`src/rtl/envelope_shaper_if.sv`:
```
// Sample-stream bundle between note player, envelope shaper and codec.
// master drives notes and samples in; slave is the shaper.
interface envelope_shaper_if;
   logic        play_enable;
   logic        note_start;
   logic        note_done;
   logic [15:0] sample_in;
   logic        sample_in_ready;
   logic [15:0] sample_out;
   logic        sample_out_ready;
   logic [7:0]  envelope;
   logic [2:0]  env_state;

   modport master (
      output play_enable, note_start, note_done,
      output sample_in, sample_in_ready,
      input  sample_out, sample_out_ready,
      input  envelope, env_state
   );

   modport slave (
      input  play_enable, note_start, note_done,
      input  sample_in, sample_in_ready,
      output sample_out, sample_out_ready,
      output envelope, env_state
   );
endinterface

```
`src/rtl/envelope_shaper.sv`:
```
// Per-note ADSR gain with a two-stage registered sample scaler.
// Everything freezes while play_enable is low.
module envelope_shaper #(
   parameter int ATTACK_STEP   = 8,
   parameter int DECAY_STEP    = 2,
   parameter int SUSTAIN_LEVEL = 192,
   parameter int RELEASE_STEP  = 4
) (
   input logic         clk,
   input logic         reset,
   envelope_shaper_if.slave bus
);

   localparam logic [2:0] IDLE    = 3'd0;
   localparam logic [2:0] ATTACK  = 3'd1;
   localparam logic [2:0] DECAY   = 3'd2;
   localparam logic [2:0] SUSTAIN = 3'd3;
   localparam logic [2:0] RELEASE = 3'd4;

   logic [2:0]  state, state_n;
   logic [7:0]  gain, gain_n;
   logic        done_q;
   logic        s1_valid;
   logic [15:0] s1_sample;
   logic [7:0]  s1_gain;
   logic [15:0] out_q;
   logic        out_rdy_q;

   logic        en, tick, done_edge, in_note;
   logic [9:0]  atk_sum, dec_lim, rel_lim, gain_w;

   assign en        = bus.play_enable;
   assign tick      = bus.sample_in_ready & en;
   assign done_edge = bus.note_done & ~done_q;
   assign in_note   = (state == ATTACK) || (state == DECAY) ||
                      (state == SUSTAIN);

   assign gain_w  = {2'b00, gain};
   assign atk_sum = gain_w + 10'(ATTACK_STEP);
   assign dec_lim = 10'(SUSTAIN_LEVEL) + 10'(DECAY_STEP);
   assign rel_lim = 10'(RELEASE_STEP);

   always_comb begin
      state_n = state;
      gain_n  = gain;
      if (bus.note_start) begin
         state_n = ATTACK;
      end else if (done_edge && in_note) begin
         state_n = RELEASE;
      end else if (tick) begin
         case (state)
            ATTACK: begin
               if (atk_sum >= 10'd255) begin
                  gain_n  = 8'd255;
                  state_n = DECAY;
               end else begin
                  gain_n = atk_sum[7:0];
               end
            end
            DECAY: begin
               if (gain_w <= dec_lim) begin
                  gain_n  = 8'(SUSTAIN_LEVEL);
                  state_n = SUSTAIN;
               end else begin
                  gain_n = gain - 8'(DECAY_STEP);
               end
            end
            RELEASE: begin
               if (gain_w <= rel_lim) begin
                  gain_n  = 8'd0;
                  state_n = IDLE;
               end else begin
                  gain_n = gain - 8'(RELEASE_STEP);
               end
            end
            IDLE:    gain_n = 8'd0;
            default: gain_n = gain;
         endcase
      end
   end

   // gain is at most 255, so bits [23:8] of the product never overflow
   logic signed [23:0] samp_ext, gain_ext, product;
   logic               prod_unused;

   assign samp_ext    = {{8{s1_sample[15]}}, s1_sample};
   assign gain_ext    = {16'd0, s1_gain};
   assign product     = samp_ext * gain_ext;
   assign prod_unused = ^product[7:0];

   always_ff @(posedge clk) begin
      if (reset) begin
         state     <= IDLE;
         gain      <= 8'd0;
         done_q    <= 1'b0;
         s1_valid  <= 1'b0;
         s1_sample <= 16'd0;
         s1_gain   <= 8'd0;
         out_q     <= 16'd0;
         out_rdy_q <= 1'b0;
      end else if (en) begin
         state    <= state_n;
         gain     <= gain_n;
         done_q   <= bus.note_done;
         s1_valid <= tick;
         if (tick) begin
            s1_sample <= bus.sample_in;
            s1_gain   <= gain;
         end
         out_rdy_q <= s1_valid;
         if (s1_valid) out_q <= product[23:8];
      end else begin
         // a pending sample stays in stage 1; only the pulse is withheld
         out_rdy_q <= 1'b0;
      end
   end

   assign bus.sample_out       = out_q;
   assign bus.sample_out_ready = out_rdy_q;
   assign bus.envelope         = gain;
   assign bus.env_state        = state;

endmodule

```
`src/flat_wrapper.sv`:
```
// flat-port wrapper written by rule: the top's interface ports become plain ports
module envelope_shaper_flat 
#(
   parameter int ATTACK_STEP   = 8,
   parameter int DECAY_STEP    = 2,
   parameter int SUSTAIN_LEVEL = 192,
   parameter int RELEASE_STEP  = 4
)
  (clk, reset, bus_play_enable, bus_note_start, bus_note_done, bus_sample_in, bus_sample_in_ready, bus_sample_out, bus_sample_out_ready, bus_envelope, bus_env_state);
  envelope_shaper_if bus_i ();
  input logic clk;
  input logic reset;
  input wire logic [$bits(bus_i.play_enable)-1:0] bus_play_enable;
  input wire logic [$bits(bus_i.note_start)-1:0] bus_note_start;
  input wire logic [$bits(bus_i.note_done)-1:0] bus_note_done;
  input wire logic [$bits(bus_i.sample_in)-1:0] bus_sample_in;
  input wire logic [$bits(bus_i.sample_in_ready)-1:0] bus_sample_in_ready;
  output wire logic [$bits(bus_i.sample_out)-1:0] bus_sample_out;
  output wire logic [$bits(bus_i.sample_out_ready)-1:0] bus_sample_out_ready;
  output wire logic [$bits(bus_i.envelope)-1:0] bus_envelope;
  output wire logic [$bits(bus_i.env_state)-1:0] bus_env_state;
  assign bus_i.play_enable = bus_play_enable;
  assign bus_i.note_start = bus_note_start;
  assign bus_i.note_done = bus_note_done;
  assign bus_i.sample_in = bus_sample_in;
  assign bus_i.sample_in_ready = bus_sample_in_ready;
  assign bus_sample_out = bus_i.sample_out;
  assign bus_sample_out_ready = bus_i.sample_out_ready;
  assign bus_envelope = bus_i.envelope;
  assign bus_env_state = bus_i.env_state;
  envelope_shaper #(.ATTACK_STEP(ATTACK_STEP), .DECAY_STEP(DECAY_STEP), .SUSTAIN_LEVEL(SUSTAIN_LEVEL), .RELEASE_STEP(RELEASE_STEP)) u_core (.clk(clk), .reset(reset), .bus(bus_i));
endmodule
```
`config.mk`:
```
export PLATFORM = sky130hd
export DESIGN_NAME = envelope_shaper_flat
export DESIGN_NICKNAME = d
export VERILOG_FILES = /design/src/rtl/envelope_shaper_if.sv /design/src/rtl/envelope_shaper.sv /design/src/flat_wrapper.sv
export SDC_FILE = /design/constraint.sdc
export NUM_CORES = 1
export LEC_CHECK = 0
export ABC_AREA = 1
export ABC_CLOCK_PERIOD_IN_PS = 5910
export BUFFER_PORTS_ARGS = -buffer_cell sky130_fd_sc_hd__buf_2
export CORE_MARGIN = 2
export CORE_UTILIZATION = 40
export DETAILED_ROUTE_END_ITERATION = 6
export PLACE_DENSITY = 0.68
export SYNTH_ARGS = -nofsm -noshare
export SYNTH_HDL_FRONTEND = slang
export SYNTH_SLANG_ARGS = --single-unit
```
`constraint.sdc`:
```
create_clock -name clk -period 5.91 [get_ports clk]
set_clock_uncertainty 0.15 [all_clocks]
set_input_delay 0.591 -clock clk [delete_from_list [all_inputs] [get_ports clk]]
set_output_delay 0.591 -clock clk [all_outputs]
set_load 0.005 [all_outputs]
```
[Yosys cells after proc, flatten, opt, wreduce, memory -nomap -nowiden]
Index checks and enable logic that the tools add are counted.
Storage, ports and cells
  flip-flop bits (word level): 54
  input bits: 22
  output and inout bits: 28
  logic and storage cells: 51
Operators by class
  $add $sub $neg: 3
  multipliers: 1
  $lt $le $gt $ge: 3
  eq/ne operators: 7
  mux-type cells: 11
  bitwise logic cells: 6
  reduce and logical (&&, ||, !) cells: 12
Operators with widths (count)
  $pmux W8 S4: 1
  $mul A16 B9 Y24: 1
  $mux W8: 3
  $mux W3: 6
  $ge A10 B8 Y1 const B: 1
  $add A8 B4 Y9 const B: 1
  $pmux W3 S3: 1
  $le A8 B3 Y1 const B: 1
  $le A8 B8 Y1 const B: 1
  $ne A4 B4 Y1 const B: 2
  $sub A8 B2 Y8 const B: 1
  $sub A8 B3 Y8 const B: 1
  $eq A3 B2 Y1 const B: 2
  $reduce_and A6 Y1: 1
  $reduce_and A5 Y1: 1
  $reduce_bool A5 Y1: 1
  $ne A4 B2 Y1 const B: 1
  $not A1 Y1: 4
  $reduce_and A2 Y1: 2
  $reduce_bool A4 Y1: 1
  $eq A3 B1 Y1 const B: 1
  $eq A3 B3 Y1 const B: 1
  $logic_not A3 Y1: 1
  $reduce_bool A3 Y1: 1
  other kinds (4): 6

[Depth between registers and ports, before layout]
  word-level depth: 7
  gate-level depth with buffers: 25
  depth with buffers taken out: 23

[Worst setup path before layout]
No wires, ideal clock.
  path kind: reg2reg
  start: register u_core.s1_gain[4]
  end: register u_core.out_q[13], in the netlist u_core.bus.sample_out[13]
  library setup time: 0.109 ns
  data arrival time: 4.278 ns
  required time: 5.651 ns
  slack: 1.373 ns
  cell stages (with the launch flop): 22
  path buffers: 2
  period minus slack after synthesis: 4.537 ns
  cell sequence: dfxtp_1 clkbuf_1 clkbuf_1 nand2_1 inv_1 fa_1 inv_1 fa_1 inv_1 fa_1 inv_1 fa_1 inv_1 ha_1 a21o_1 a31oi_1 and2_0 nand3_1 nand2_1 nand3_1 nand2_1 inv_1
On the way
  word-level cells in the longest chain between the ends: 1
Ends and longest elaborated chain
  start, declared: RTL line envelope_shaper.sv:25  | logic [7:0] s1_gain;
  start signal, assigned: RTL line envelope_shaper.sv:108  | s1_gain <= gain;
  $mul A16 B9 Y24: RTL line envelope_shaper.sv:88  | assign product = samp_ext * gain_ext;
  end signal, assigned: RTL line envelope_shaper.sv:111  | if (s1_valid) out_q <= product[23:8];
  end, declared: RTL line envelope_shaper.sv:26  | logic [15:0] out_q;
Every way passes these cells.
A chain may end at the register's enable or synchronous reset.

[Final worst setup path]
  start: register u_core.s1_gain[3]
  end: register u_core.out_q[13], in the netlist u_core.bus.sample_out[13]
The elaborated chain is that of the path after synthesis.

==> reports/results.txt <==
most common library cell in the layout ignoring fill and taps = inv_1
height of the die = 138.0 microns
outcome = finished clean
area growth from synthesis to final layout = 7.033%
share of power burned in registers = 41.7%
overall routing resource usage = 18.24%
Async SR Flop Fraction = 0%
number of top-level pins = 50
via density per instance = 4.768
post-synthesis cell count = 1017
initial antenna violation count = 0
Post-CTS Setup Bufs = 0
clock tree from TritonCTS = done
startpoint types = flip-flop
leading register cell type out of synthesis = dfxtp_1
clock network fraction of design power = 31.2%
cell type with the highest aggregate area in the netlist = fa_1
Leak Pwr = 4.513 nW
Worst Path Arrival = 5.09 ns
Int Power = 664.5 uW
WL per Instance = 12.79 microns
number of enable flip-flop cells after synthesis = 0
count of synthesis-stage warnings from yosys = 0
final slew viol count = 0
horizontal extent of the die = 138.0 microns
worst slew margin relative to its limit = 42.40%
commonest cells after routing, fill and taps aside = 255 x inv_1, 210 x nand2_1, 99 x nor2_1, 99 x fa_1, 60 x o21ai_0
antenna diode count = 0
Antenna Violating Nets Remaining = 0
cell depth of the worst min-delay path = 2
Reg-to-Reg Start = u_core.s1_gain[3]$_SDFFE_PP0P_
number of optimization iterations in the first detailed-route pass = 6
critical-path maximum fanout = 17
HPWL after detailed placement = 12840 microns
initial detailed-routing violation count = 423
most used cell along the critical path = inv_1
max-capacitance violation count = 0
Initial Util = 40.42%
routability cong. = 0.9153
largest net degree at the start of global routing = 35
total grt overflow = 0
number of buffer and inverter instances along the worst setup path = 7
CTS clk-pin slew, worst paths = 0.08 ns
cell chosen for the clock root = clkbuf_16
depth of the most critical reg-to-reg path = 20
net switching share of the total power = 35.98%
critical path required time = 5.97 ns
hold-fix buffers at CTS = 0
kind of path behind the tightest hold check = flip-flop to flip-flop
Max rail drop VDD = 0.1081 mV
sum of negative setup slack = 0 ns
post-synth net total = 1188
count of state elements after synthesis = 54
flop-to-flop setup slack = 0.88 ns
Resized Gates After CTS = 0
Distinct cells, synth = 39
sequential-to-total area share from yosys stat = 15.04%
Hold Violations, Final = 0
time the worst path needs with I/O delays and setup = 5.030 ns
Final setup violation count = 0
worst-skew pair later-pin latency = 0.30 ns
TritonCTS Sinks = 54
sequential cell area in the final layout = 1081 sq um
Worst Hold Path EP = u_core.s1_valid$_SDFFE_PP0P_
global-route wire length before repair = 29170 microns
crit path cell chain = nand2_1 -> inv_1 -> fa_1 -> inv_1 -> fa_1 -> inv_1 -> fa_1 -> inv_1 -> fa_1 -> inv_1 -> ha_1 -> nand2_1 -> nor2_1 -> nand2_1 -> inv_1 -> nand4_1 -> nand4_1 -> nand3_1 -> nand2_1 -> inv_1
Max H-tree Level = 2
Core Area = 17780 sq um
maximum clock frequency = 198.8 MHz
Worst path top cell family by delay = adder cells
RSZ-0062 raised after global routing = false
CP max stage cell = fa_1
fraction of layout instances using a drive strength above 1 = 7.004%
main area contributors after synthesis = fa_1 28%, dfxtp_1 15%, inv_1 13%
final WL = 16070 microns
beginning of the worst hold path = u_core.s1_valid$_SDFFE_PP0P_
Gate power share = 27.1%
post-synthesis average cell area = 7.067 sq um
area of combinational cells with multiple inputs = 4955 sq um
Final nets = 1198
endpoint kind of the worst setup timing path = flip-flop
portion of the clock cycle consumed by the worst path in the final layout = 85.10%
Total Power Consumption = 1.038 mW
proportion of netlist area held by the largest area contributor = 27.58%
Synth Cell Area = 7187 sq um
switching power = 373.5 uW
total via count in the routed design = 5994
number of DRC violations after detailed routing = 0
end of the worst register-to-register path = u_core.bus.sample_out[13]$_SDFFE_PP0P_
worst-margin pin slew = 0.8631 ns
largest stage delay on the critical path = 0.63 ns
die area = 19060 sq um
# port buffers = 49
number of fill cells in the layout = 1860
via count of the first global-routing pass = 6198
site row count = 49
deepest clock path buffer count = 2
path length in cells of the critical path = 20
critical path class = flip-flop to flip-flop
Pwr Density = 134.9 nW/um^2
number of buffers added by the clock tree synthesis step = 5
[layer usage]
metal | vias to the layer above | routed length, microns | global-route usage (%)
met5 | - | 0 | 0
met4 | 0 | 405 | 5.693
met3 | 27 | 441 | 1.767
met2 | 108 | 8076 | 33.14
met1 | 2829 | 7151 | 22.88
li1 | 3030 | - | -
[state kept, by name, indices dropped and copies added (netlist names)]
register and flops:
u_core.bus.sample_out 16, u_core.bus.envelope 8, u_core.s1_gain 8, u_core.s1_valid 1, u_core.bus.sample_out_ready 1, u_core.done_q 1, u_core.s1_sample 16, u_core.bus.env_state 3
[power groups by stage]
stage	Clock (mW)	Combinational, mW	Sequential, mW
after detailed placement	0	0.284	0.441
after global routing	0.342	0.332	0.439
after CTS	0.336	0.287	0.432
after global placement	0	0.280	0.440
after floorplan	0	0.240	0.403
final	0.324	0.281	0.433
[synthesized netlist by cell type, types with 2 or more instances]
cell,number
buf_4,2
nor3_1,6
a21o_1,6
o21ai_0,60
nand4_1,11
a31oi_1,4
a21boi_0,2
nand2_1,210
a21oi_1,38
o21a_1,2
nand2_2,6
xor2_1,10
inv_1,255
clkbuf_1,40
nor2_2,2
fa_1,99
nand3_1,30
buf_2,4
ha_1,50
dfxtp_1,54
nor2_1,99
xnor2_1,10
[area by class of cell]
class | count | area share [%]
tap | 229 | 3.725
sequential | 54 | 14.05
multi-input combinational | 660 | 64.41
clock inverter | 2 | 0.2277
inverter | 256 | 12.49
clock buffer | 6 | 1.805
timing repair buffer | 50 | 3.286
[logic make-up (layout without fill, tap and decap cells)]
kind of cell,after synthesis,after routing,synth area share (%)
flops,54,54,15.04
compound gates,120,120,9.053
buf+inv,303,314,16.02
fa+ha+maj,149,149,36.28
xor+xnor,20,20,2.437
simple gates,371,371,21.17
[worst max path at each step]
stage	start	end	slack, ns
floorplan	u_core.s1_gain[4]$_SDFFE_PP0P_	u_core.bus.sample_out[13]$_SDFFE_PP0P_	1.37
global placement	u_core.s1_gain[3]$_SDFFE_PP0P_	u_core.bus.sample_out[13]$_SDFFE_PP0P_	0.91
detailed placement	u_core.s1_gain[3]$_SDFFE_PP0P_	u_core.bus.sample_out[13]$_SDFFE_PP0P_	0.92
CTS	u_core.s1_gain[3]$_SDFFE_PP0P_	u_core.bus.sample_out[13]$_SDFFE_PP0P_	0.88
global route	u_core.s1_gain[0]$_SDFFE_PP0P_	u_core.bus.sample_out[15]$_SDFFE_PP0P_	0.51
finish	u_core.s1_gain[3]$_SDFFE_PP0P_	u_core.bus.sample_out[13]$_SDFFE_PP0P_	0.88
[per-stage QoR]
stage,setup slack [ns],std cells,hold WS (ns),util (%),area (sq um)
after global routing,0.5070,1257,0.3565,43.27,7692
after floorplan,1.373,1017,0.2889,-,7187
final,0.8803,1257,0.3201,43.27,7692
after global placement,0.9126,1249,0.2989,42.39,7536
after detailed placement,0.9248,1249,0.3056,42.39,7536
after CTS,0.8774,1257,0.3174,43.27,7692
[tightest hold or removal path, stage by stage (launching register included)]
cell     delay [ns]
dfxtp_1        0.31
nand2_1        0.06
a21oi_1        0.05
Note: power is estimated with default switching activity, not from simulation.
